===== src/rtl/pipe_pkg.sv =====
// Shared defaults and types for the pipeline-register capture FIFO.
package pipe_pkg;

  localparam int DATA_WIDTH_DEF = 8;
  localparam int CNT_WIDTH      = 16;

  // Occupancy state of the capture FIFO
  typedef enum logic [1:0] {
    OCC_EMPTY   = 2'd0,
    OCC_PARTIAL = 2'd1,
    OCC_FULL    = 2'd2
  } occ_state_e;

endpackage


===== src/rtl/sync_fifo.sv =====
// Single-clock FIFO: storage, wrapping pointers, occupancy FSM and flags.
// A pop only succeeds on a non-empty FIFO; a push on full succeeds only
// when paired with a same-cycle pop. flush beats both.
module sync_fifo
  import pipe_pkg::*;
#(
  parameter int DATA_WIDTH = DATA_WIDTH_DEF,
  parameter int DEPTH      = 4
) (
  input  logic                    fast_clk,
  input  logic                    rst_n,
  input  logic                    push,
  input  logic                    pop,
  input  logic                    flush,
  input  logic [DATA_WIDTH-1:0]   wr_data,
  output logic [DATA_WIDTH-1:0]   rd_data,
  output logic [$clog2(DEPTH):0]  count,
  output logic                    full,
  output logic                    empty,
  output logic                    push_drop,
  output logic                    pop_ok
);

  localparam int AW = $clog2(DEPTH);
  localparam int CW = AW + 1;

  logic [DATA_WIDTH-1:0] mem [DEPTH];
  logic [AW-1:0]         wr_ptr, rd_ptr;
  logic [CW-1:0]         count_nxt;
  logic                  do_wr, do_rd;
  occ_state_e            state, state_nxt;

  // Qualify push/pop against occupancy and flush
  always_comb begin
    do_rd     = pop && !empty && !flush;
    do_wr     = push && !flush && (!full || do_rd);
    push_drop = push && !flush && full && !do_rd;
    pop_ok    = do_rd;
    count_nxt = flush ? '0 : count + CW'(do_wr) - CW'(do_rd);
  end

  // Pointers and count; power-of-two depth lets pointers wrap naturally
  always_ff @(posedge fast_clk or negedge rst_n) begin
    if (!rst_n) begin
      wr_ptr <= '0;
      rd_ptr <= '0;
      count  <= '0;
    end else begin
      count <= count_nxt;
      if (flush) begin
        wr_ptr <= '0;
        rd_ptr <= '0;
      end else begin
        if (do_wr) wr_ptr <= wr_ptr + AW'(1);
        if (do_rd) rd_ptr <= rd_ptr + AW'(1);
      end
    end
  end

  // Storage array, not reset
  always_ff @(posedge fast_clk) begin
    if (do_wr) mem[wr_ptr] <= wr_data;
  end

  assign rd_data = mem[rd_ptr];

  // Occupancy state register
  always_ff @(posedge fast_clk or negedge rst_n) begin
    if (!rst_n) state <= OCC_EMPTY;
    else        state <= state_nxt;
  end

  // Occupancy next state from net push-minus-pop
  always_comb begin
    state_nxt = state;
    if (flush) begin
      state_nxt = OCC_EMPTY;
    end else begin
      case (state)
        OCC_EMPTY:   if (do_wr) state_nxt = OCC_PARTIAL;
        OCC_PARTIAL: begin
          if (do_wr && !do_rd && count == CW'(DEPTH - 1)) state_nxt = OCC_FULL;
          else if (do_rd && !do_wr && count == CW'(1))    state_nxt = OCC_EMPTY;
        end
        OCC_FULL:    if (do_rd && !do_wr) state_nxt = OCC_PARTIAL;
        default:     state_nxt = OCC_EMPTY;
      endcase
    end
  end

  // Flags decoded from occupancy state
  always_comb begin
    full  = (state == OCC_FULL);
    empty = (state == OCC_EMPTY);
  end

endmodule


===== src/rtl/pr_capture_fifo.sv =====
// Pipeline register fed by a capture FIFO: Stage 1 pushes on fast_clk,
// Stage 2 takes one value per slow_clk period at the falling edge of the
// (data-sampled) slow clock. Tracks dropped pushes and empty commits.
module pr_capture_fifo
  import pipe_pkg::*;
#(
  parameter int DATA_WIDTH = DATA_WIDTH_DEF,
  parameter int DEPTH      = 4
) (
  input  logic                    fast_clk,
  input  logic                    rst_n,
  input  logic                    slow_clk,
  input  logic [DATA_WIDTH-1:0]   s1_data,
  input  logic                    s1_data_ready,
  input  logic                    flush,
  output logic [DATA_WIDTH-1:0]   pr_data_out,
  output logic                    pr_valid,
  output logic [$clog2(DEPTH):0]  fifo_count,
  output logic                    fifo_full,
  output logic                    fifo_empty,
  output logic [CNT_WIDTH-1:0]    overflow_cnt,
  output logic [CNT_WIDTH-1:0]    underflow_cnt,
  output logic                    overflow_err
);

  logic                  slow_q;
  logic                  commit_stb;
  logic                  pop_ok, push_drop;
  logic [DATA_WIDTH-1:0] head;

  // slow_clk is only data; remember last sample to find its falling edge
  always_ff @(posedge fast_clk or negedge rst_n) begin
    if (!rst_n) slow_q <= 1'b0;
    else        slow_q <= slow_clk;
  end

  assign commit_stb = slow_q & ~slow_clk;

  sync_fifo #(
    .DATA_WIDTH (DATA_WIDTH),
    .DEPTH      (DEPTH)
  ) u_fifo (
    .fast_clk  (fast_clk),
    .rst_n     (rst_n),
    .push      (s1_data_ready),
    .pop       (commit_stb),
    .flush     (flush),
    .wr_data   (s1_data),
    .rd_data   (head),
    .count     (fifo_count),
    .full      (fifo_full),
    .empty     (fifo_empty),
    .push_drop (push_drop),
    .pop_ok    (pop_ok)
  );

  // Output register: loads the head on a real pop, otherwise holds data and drops valid
  always_ff @(posedge fast_clk or negedge rst_n) begin
    if (!rst_n) begin
      pr_data_out <= '0;
      pr_valid    <= 1'b0;
    end else if (commit_stb) begin
      if (pop_ok) begin
        pr_data_out <= head;
        pr_valid    <= 1'b1;
      end else begin
        pr_valid    <= 1'b0;
      end
    end
  end

  // Saturating drop/underflow statistics and sticky overflow flag
  always_ff @(posedge fast_clk or negedge rst_n) begin
    if (!rst_n) begin
      overflow_cnt  <= '0;
      underflow_cnt <= '0;
      overflow_err  <= 1'b0;
    end else begin
      if (push_drop) begin
        overflow_err <= 1'b1;
        if (overflow_cnt != '1) overflow_cnt <= overflow_cnt + 1'b1;
      end
      // an empty FIFO or a same-cycle flush leaves the commit with nothing to take
      if (commit_stb && !pop_ok && underflow_cnt != '1)
        underflow_cnt <= underflow_cnt + 1'b1;
    end
  end

endmodule


===== config.mk =====
export PLATFORM = sky130hd
export DESIGN_NAME = pr_capture_fifo
export DESIGN_NICKNAME = d
export VERILOG_FILES = /design/src/rtl/pipe_pkg.sv /design/src/rtl/sync_fifo.sv /design/src/rtl/pr_capture_fifo.sv
export SDC_FILE = /design/constraint.sdc
export NUM_CORES = 1
export LEC_CHECK = 0
export ABC_AREA = 1
export CAP_MARGIN = 15
export CELL_PAD_IN_SITES_DETAIL_PLACEMENT = 0
export CELL_PAD_IN_SITES_GLOBAL_PLACEMENT = 2
export CORE_ASPECT_RATIO = 0.5
export CORE_UTILIZATION = 33
export CTS_CLUSTER_DIAMETER = 200
export CTS_CLUSTER_SIZE = 10
export DETAILED_ROUTE_END_ITERATION = 10
export PLACE_DENSITY = 0.85
export SLEW_MARGIN = 0
export SYNTH_ARGS = -nofsm -noshare
export SYNTH_HDL_FRONTEND = slang
export SYNTH_HIERARCHICAL = 1
export SYNTH_SLANG_ARGS = --single-unit

===== constraint.sdc =====
create_clock -name fast_clk -period 2.7 [get_ports fast_clk]
set_clock_uncertainty 0.05 [all_clocks]
set_input_delay 0.405 -clock fast_clk [delete_from_list [all_inputs] [get_ports fast_clk]]
set_output_delay 0.405 -clock fast_clk [all_outputs]
set_load 0.1 [all_outputs]

* Yosys cells after proc, flatten, opt, wreduce, memory -nomap -nowiden
Memory sizes are Yosys's and may differ from the RTL's. A register that Yosys moved wholly into a read port is not among the register bits.
Cells that the tools add are included.
** Cells by class
- Add/subtract/negate cells :: 6
- Eq/ne operators :: 9
- Mux-type cells :: 14
- Bitwise gates (word level) :: 2
- Reductions and logical operators :: 25
** Operator list (count)
- $add 16x1->16 const B :: 2
- $ne 16x16->1 const B :: 2
- $mux 2 :: 9
- $logic_and 1x1->1 :: 12
- $logic_not 1->1 :: 6
- $ne 3x3->1 const B :: 2
- $pmux 2 s3 :: 1
- $add 2x1->2 const B :: 2
- $ne 4x2->1 const B :: 1
- $reduce_and 2->1 :: 2
- $reduce_bool 2->1 :: 2
- $add 3x1->3 :: 1
- $eq 3x1->1 const B :: 1
- $eq 3x2->1 const B :: 1
- $mux 1 :: 3
- $mux 3 :: 1
- $reduce_and 3->1 :: 1
- $sub 3x1->3 :: 1
- $eq 2x1->1 const B :: 1
- $eq 2x2->1 const B :: 1
- $logic_not 2->1 :: 1
- $and 1x1->1 :: 1
- $logic_or 1x1->1 :: 1
- $not 1->1 :: 1
** Word-level totals
- Bits in registers :: 44
- Memory bits (writable) :: 32
- Input bits :: 13
- Output and inout bits :: 47
- Logic and storage cells :: 66
- Memories :: 1
** Memories
- u_fifo.mem :: words 4, width 8, read ports 1, clocked after Yosys merged registers in 1, wr ports 1, RTL line sync_fifo.sv:27 : logic [DATA_WIDTH-1:0] mem [DEPTH];

* Depth between registers and ports, before layout
- Depth in word-level cells :: 13
- Mapped depth :: 17
- Gate-level depth less buffers :: 17

* Hierarchy
The synthesis kept the hierarchy.
** Modules (own cells, without submodules)
- pr_capture_fifo :: instances 1, cells an instance 316, area each 2444.8 µm², sequential area each 1076.0 µm²
- sync_fifo :: instances 1, cells an instance 158, area each 1811.7 µm², sequential area each 1186.1 µm²

* Least setup slack after synthesis
No wires, ideal clock.
- Path type :: register to register
- Start point :: register u_fifo.state[1]
- End point :: register u_fifo.count[2]
- Setup time :: 0.118 ns
- Data arrival time :: 3.153 ns
- Data required time :: 2.532 ns
- Setup slack :: -0.622 ns
- Cell stages (with the launch flop) :: 13
- Buffers on the path :: 0
- Clock period less this slack :: 3.322 ns
- Cells stage by stage :: dfrtp_1 > inv_1 > nor2_1 > nand2_2 > nand2_4 > inv_2 > ha_1 > inv_1 > ha_1 > inv_1 > fa_1 > xor2_1 > nor2_1
** Between the ends
- Elaborated cells on any way between the ends :: 11
- Those cells by class :: add/sub (2); eq/ne (1); mux (1); reduce/logical (7)
** RTL lines
- start, declared :: RTL line sync_fifo.sv:31 : occ_state_e state, state_nxt;
- start signal, assigned :: RTL line sync_fifo.sv:70 : else state <= state_nxt;
- $eq 2x2->1 :: RTL line sync_fifo.sv:93 : full = (state == OCC_FULL);
- named net fifo_full :: RTL line pr_capture_fifo.sv:19 : output logic fifo_full,
- $logic_not 1->1 :: RTL line sync_fifo.sv:36 : do_wr = push && !flush && (!full || do_rd);
- $logic_or 1x1->1 :: RTL line sync_fifo.sv:36
- $logic_and 1x1->1 :: RTL line sync_fifo.sv:36
- $add 3x1->3 :: RTL line sync_fifo.sv:39 : count_nxt = flush ? '0 : count + CW'(do_wr) - CW'(do_rd);
- $sub 3x1->3 :: RTL line sync_fifo.sv:39
- $mux 3 :: RTL line sync_fifo.sv:39
- named net u_fifo.count_nxt[2] :: RTL line sync_fifo.sv:29 : logic [CW-1:0] count_nxt;
- end signal, assigned :: RTL line sync_fifo.sv:49 : count <= count_nxt;
- end, declared :: RTL line sync_fifo.sv:17 : output logic [$clog2(DEPTH):0] count,
The timed path passes the listed nets, and every way through them passes these cells.
A chain may end at the register's enable or synchronous reset.

* Final worst setup path
- Start point :: input slow_clk
- End point :: register u_fifo.count[2]
** Between the ends
- Longest elaborated chain between the ends :: 9
** RTL lines
- start, declared :: RTL line pr_capture_fifo.sv:12 : input logic slow_clk,
- $not 1->1 * :: RTL line pr_capture_fifo.sv:37 : assign commit_stb = slow_q & ~slow_clk;
- $and 1x1->1 * :: RTL line pr_capture_fifo.sv:37
- named net commit_stb :: RTL line pr_capture_fifo.sv:27 : logic commit_stb;
- $logic_and 1x1->1 * (2 in series) :: RTL line sync_fifo.sv:35 : do_rd = pop && !empty && !flush;
- $logic_or 1x1->1 :: RTL line sync_fifo.sv:36
- $logic_and 1x1->1 :: RTL line sync_fifo.sv:36
- $add 3x1->3 :: RTL line sync_fifo.sv:39
- $sub 3x1->3 * :: RTL line sync_fifo.sv:39
- $mux 3 * :: RTL line sync_fifo.sv:39
- named net u_fifo.count_nxt[2] :: RTL line sync_fifo.sv:29
The timed path passes the listed nets; every way through them passes the cells marked *.

==> results.json <==
{
  "yosysSeqAreaShare": 0.531,
  "fillers": 1225,
  "grt_pass1_wl_um": 16200,
  "h-tree-depth": 3,
  "hp-class": "in -> async",
  "arrival_ns": 2.48,
  "die-width_um": 163,
  "syn_area_per_cell_um2": 8.98,
  "crit_required_ns": 2.87,
  "routabilityCongestion": 0.742,
  "critical_path.top_delay_family": "buffers and inverters",
  "num_antenna_cells": 0,
  "track_usage": 0.161,
  "synth_seq_cells": 84,
  "status": "completed",
  "drtIter0Drc": 161,
  "dieArea_um2": 13400,
  "vias": 3272,
  "cts_hold_buf": 0,
  "cts.repair.resized": 0,
  "finalHoldViolations": 0,
  "rows": 28,
  "route.detailed.drc": 0,
  "portBuffers": 59,
  "clk_pin_slew_ns": 0.06,
  "wire_per_inst_um": 13.4,
  "relSlewSlack": 0.513,
  "yosysUniqueCellTypes": 30,
  "ir_drop_mv": 0.544,
  "r2r_cells": 13,
  "grt_pass1_vias": 3219,
  "ios": 60,
  "yosysWarnings": 6,
  "via_per_inst": 4.54,
  "tightestPinTransition_ns": 0.731,
  "crit_path_start_kind": "input pin",
  "cts.sinks": 84,
  "path_max_fanout": 4,
  "die_y_um": 82.3,
  "drive_above_1_share": 0.214,
  "hpwlAfterDp_um": 6760,
  "netlist_instances": 474,
  "max_freq_ghz": 0.433,
  "postRouteAntennaNets": 0,
  "cp.depth": 17,
  "setup_viol": 0,
  "cts_buffers": 9,
  "clk_path_buf_depth": 2,
  "wirelength_um": 9610,
  "synth_nets": 498,
  "first_pass_iters": 4,
  "syn-cell-area_um2": 4260,
  "fin_crit_sh": 0.856,
  "grt_max_degree": 53,
  "slew_violations": 0,
  "clock_latency_ns": 0.34,
  "cp_common_cell": "inv_1",
  "finalCriticalPeriod_ns": 2.31,
  "whs_ns": 0.144,
  "cp_slowest_cell": "clkdlybuf4s50_1",
  "leakage_nw": 2.44,
  "antenna_found_initial": 0,
  "rsz0062_at_grt": "false",
  "globalRoute.totalOverflow": 0,
  "r2r_start": "u_fifo/state[0]",
  "initial_core_util": 0.349,
  "tns_ns": 0,
  "crit_type": "in -> reg",
  "crit_chain": "clkdlybuf4s50_1 > inv_1 > nand2_1 > inv_1 > inv_1 > nor2_4 > nand2_4 > nand2_2 > nand2_4 > inv_2 > ha_1 > inv_1 > ha_1 > inv_1 > fa_1 > xor2_1 > nor2_1",
  "worstSetupStartpoint": "slow_clk",
  "max_stage_delay_ns": 0.47,
  "root_buffer": "clkbuf_16",
  "area_growth_pct": 24.7,
  "postCtsSetupBuffers": 0,
  "worst-path-buf-inv": 7,
  "drv_cap": 0,
  "cts_tree": "done",
  "p_per_area_nw_per_um2": 686,
  "crit_path_end_kind": "flip-flop",
  "nets": 574,
  "core_area_um2": 12200
}
==> stage by stage <==
| stage | setup WS (ns) | utilization | total power [mW] | std cells | cell area [um^2] |
|---|---|---|---|---|---|
| after floorplan | 0.129 | - | 2.16 | 474 | 4270 |
| after global placement | 0.0846 | 0.410 | 2.38 | 704 | 5000 |
| after detailed placement | 0.0395 | 0.410 | 2.38 | 704 | 5000 |
| after CTS | 0.380 | 0.435 | 3.69 | 720 | 5310 |
| after global routing | 0.160 | 0.435 | 3.79 | 720 | 5310 |
| final | 0.389 | 0.435 | 3.64 | 720 | 5310 |
==> cell usage in the layout, fill, tap and decap left out, types with 3 or more instances in the layout <==
master	netlist	routed
o21ai_0	27	27
nand2_4	4	4
inv_2	4	4
nor2_1	60	59
dfrtp_1	52	52
a21oi_1	3	3
edfxtp_1	32	32
mux2_2	8	8
nand3b_1	5	5
nor2_4	4	6
nand2_2	7	7
nand2_1	138	138
xnor2_1	5	5
nand3_1	19	19
nand4_1	10	10
buf_4	0	57
o22ai_1	8	8
xor2_1	5	5
clkdlybuf4s50_1	0	11
ha_1	10	10
o21ai_2	7	7
clkbuf_16	0	9
nor2_2	9	8
inv_1	45	45
==> synth_stat cells <==
master      n  share of area
nor2_8      1         0.0047
inv_2       4         0.0035
nand4_2     1         0.0029
nand2_4     4          0.011
xor2_1      5          0.010
buf_8       1         0.0035
dfrtp_1    52           0.31
or2_2       1         0.0015
nor2_1     60          0.053
o22ai_1     8          0.012
buf_2       3         0.0035
ha_1       10          0.029
nand3_1    19          0.022
nand2_2     7          0.010
o21ai_2     7          0.014
nand4_1    10          0.015
a21o_1      1         0.0018
edfxtp_1   32           0.23
nand3b_1    5         0.0088
xnor2_1     5          0.010
inv_1      45          0.040
o21ai_1     2         0.0024
buf_6       1         0.0026
nor2_4      4          0.011
o21ai_0    27          0.032
a21oi_1     3         0.0035
nand2_1   138           0.12
fa_1        1         0.0047
nor2_2      9          0.013
mux2_2      8          0.021
==> flip-flops by register name, summed over array words and instances (netlist names) <==
| signal | flops |
|---|---|
| u_fifo/wr_ptr | 2 |
| u_fifo/state | 2 |
| pr_data_out | 8 |
| u_fifo/rd_ptr | 2 |
| underflow_cnt | 16 |
| u_fifo/mem | 32 |
| u_fifo/count | 3 |
| pr_valid | 1 |
| overflow_err | 1 |
| slow_q | 1 |
| overflow_cnt | 16 |
==> worst paths after layout <==
kind	end	slack, ns
max reg2reg	u_fifo/count[2]	0.54
min reg2reg	overflow_err	0.42
min	underflow_cnt[14]	0.14
max	u_fifo/count[2]	0.39
max in group asynchronous	overflow_cnt[3]	1.95
min in group fast_clk	overflow_err	0.42
==> cell families (layout without fill, tap and decap cells) <==
| family | Yosys count | count (layout) | share of synthesized area |
|---|---|---|---|
| simple gates | 259 | 259 | 0.274 |
| flops | 84 | 84 | 0.531 |
| buf+inv | 54 | 135 | 0.0529 |
| compound gates | 48 | 48 | 0.0656 |
| fa+ha+maj | 11 | 11 | 0.0341 |
| xor+xnor | 10 | 10 | 0.0206 |
| mux | 8 | 8 | 0.0212 |
==> worst register-to-register path, delay by kind of cell, from the launching register on <==
family,cells,cell delay (ns)
adders and majority gates,3,0.77
buffers and inverters,3,0.15
xor gates and xnor gates,1,0.16
DFF,1,0.45
and+or+nand+nor,6,0.47
==> routing by layer <==
metal	part of all wire	vias up	routed length, um	GRT usage
li1	-	1692	-	-
met1	0.50	1513	4820	0.208
met2	0.44	58	4270	0.261
met3	0.044	9	421	0.0485
met4	0.010	0	98	0.0514
met5	0	-	0	0
==> power breakdown <==
group          switching [mW]  total [mW]  internal (mW)
sequential             0.0897        1.50           1.41
combinational           0.657       0.850          0.193
clock                   0.487        1.29          0.806
==> final cells by class <==
class / count / area [um^2] / area share
clock buffers: 11 / 233 / 0.0439
well taps: 165 / 206 / 0.0389
multi-input cells: 336 / 1780 / 0.336
repair buffers: 70 / 563 / 0.106
flip-flops and latches: 84 / 2260 / 0.426
inverters: 49 / 184 / 0.0347
clock inverters: 5 / 76.3 / 0.0144
Note: power is estimated with default switching activity, not from simulation.
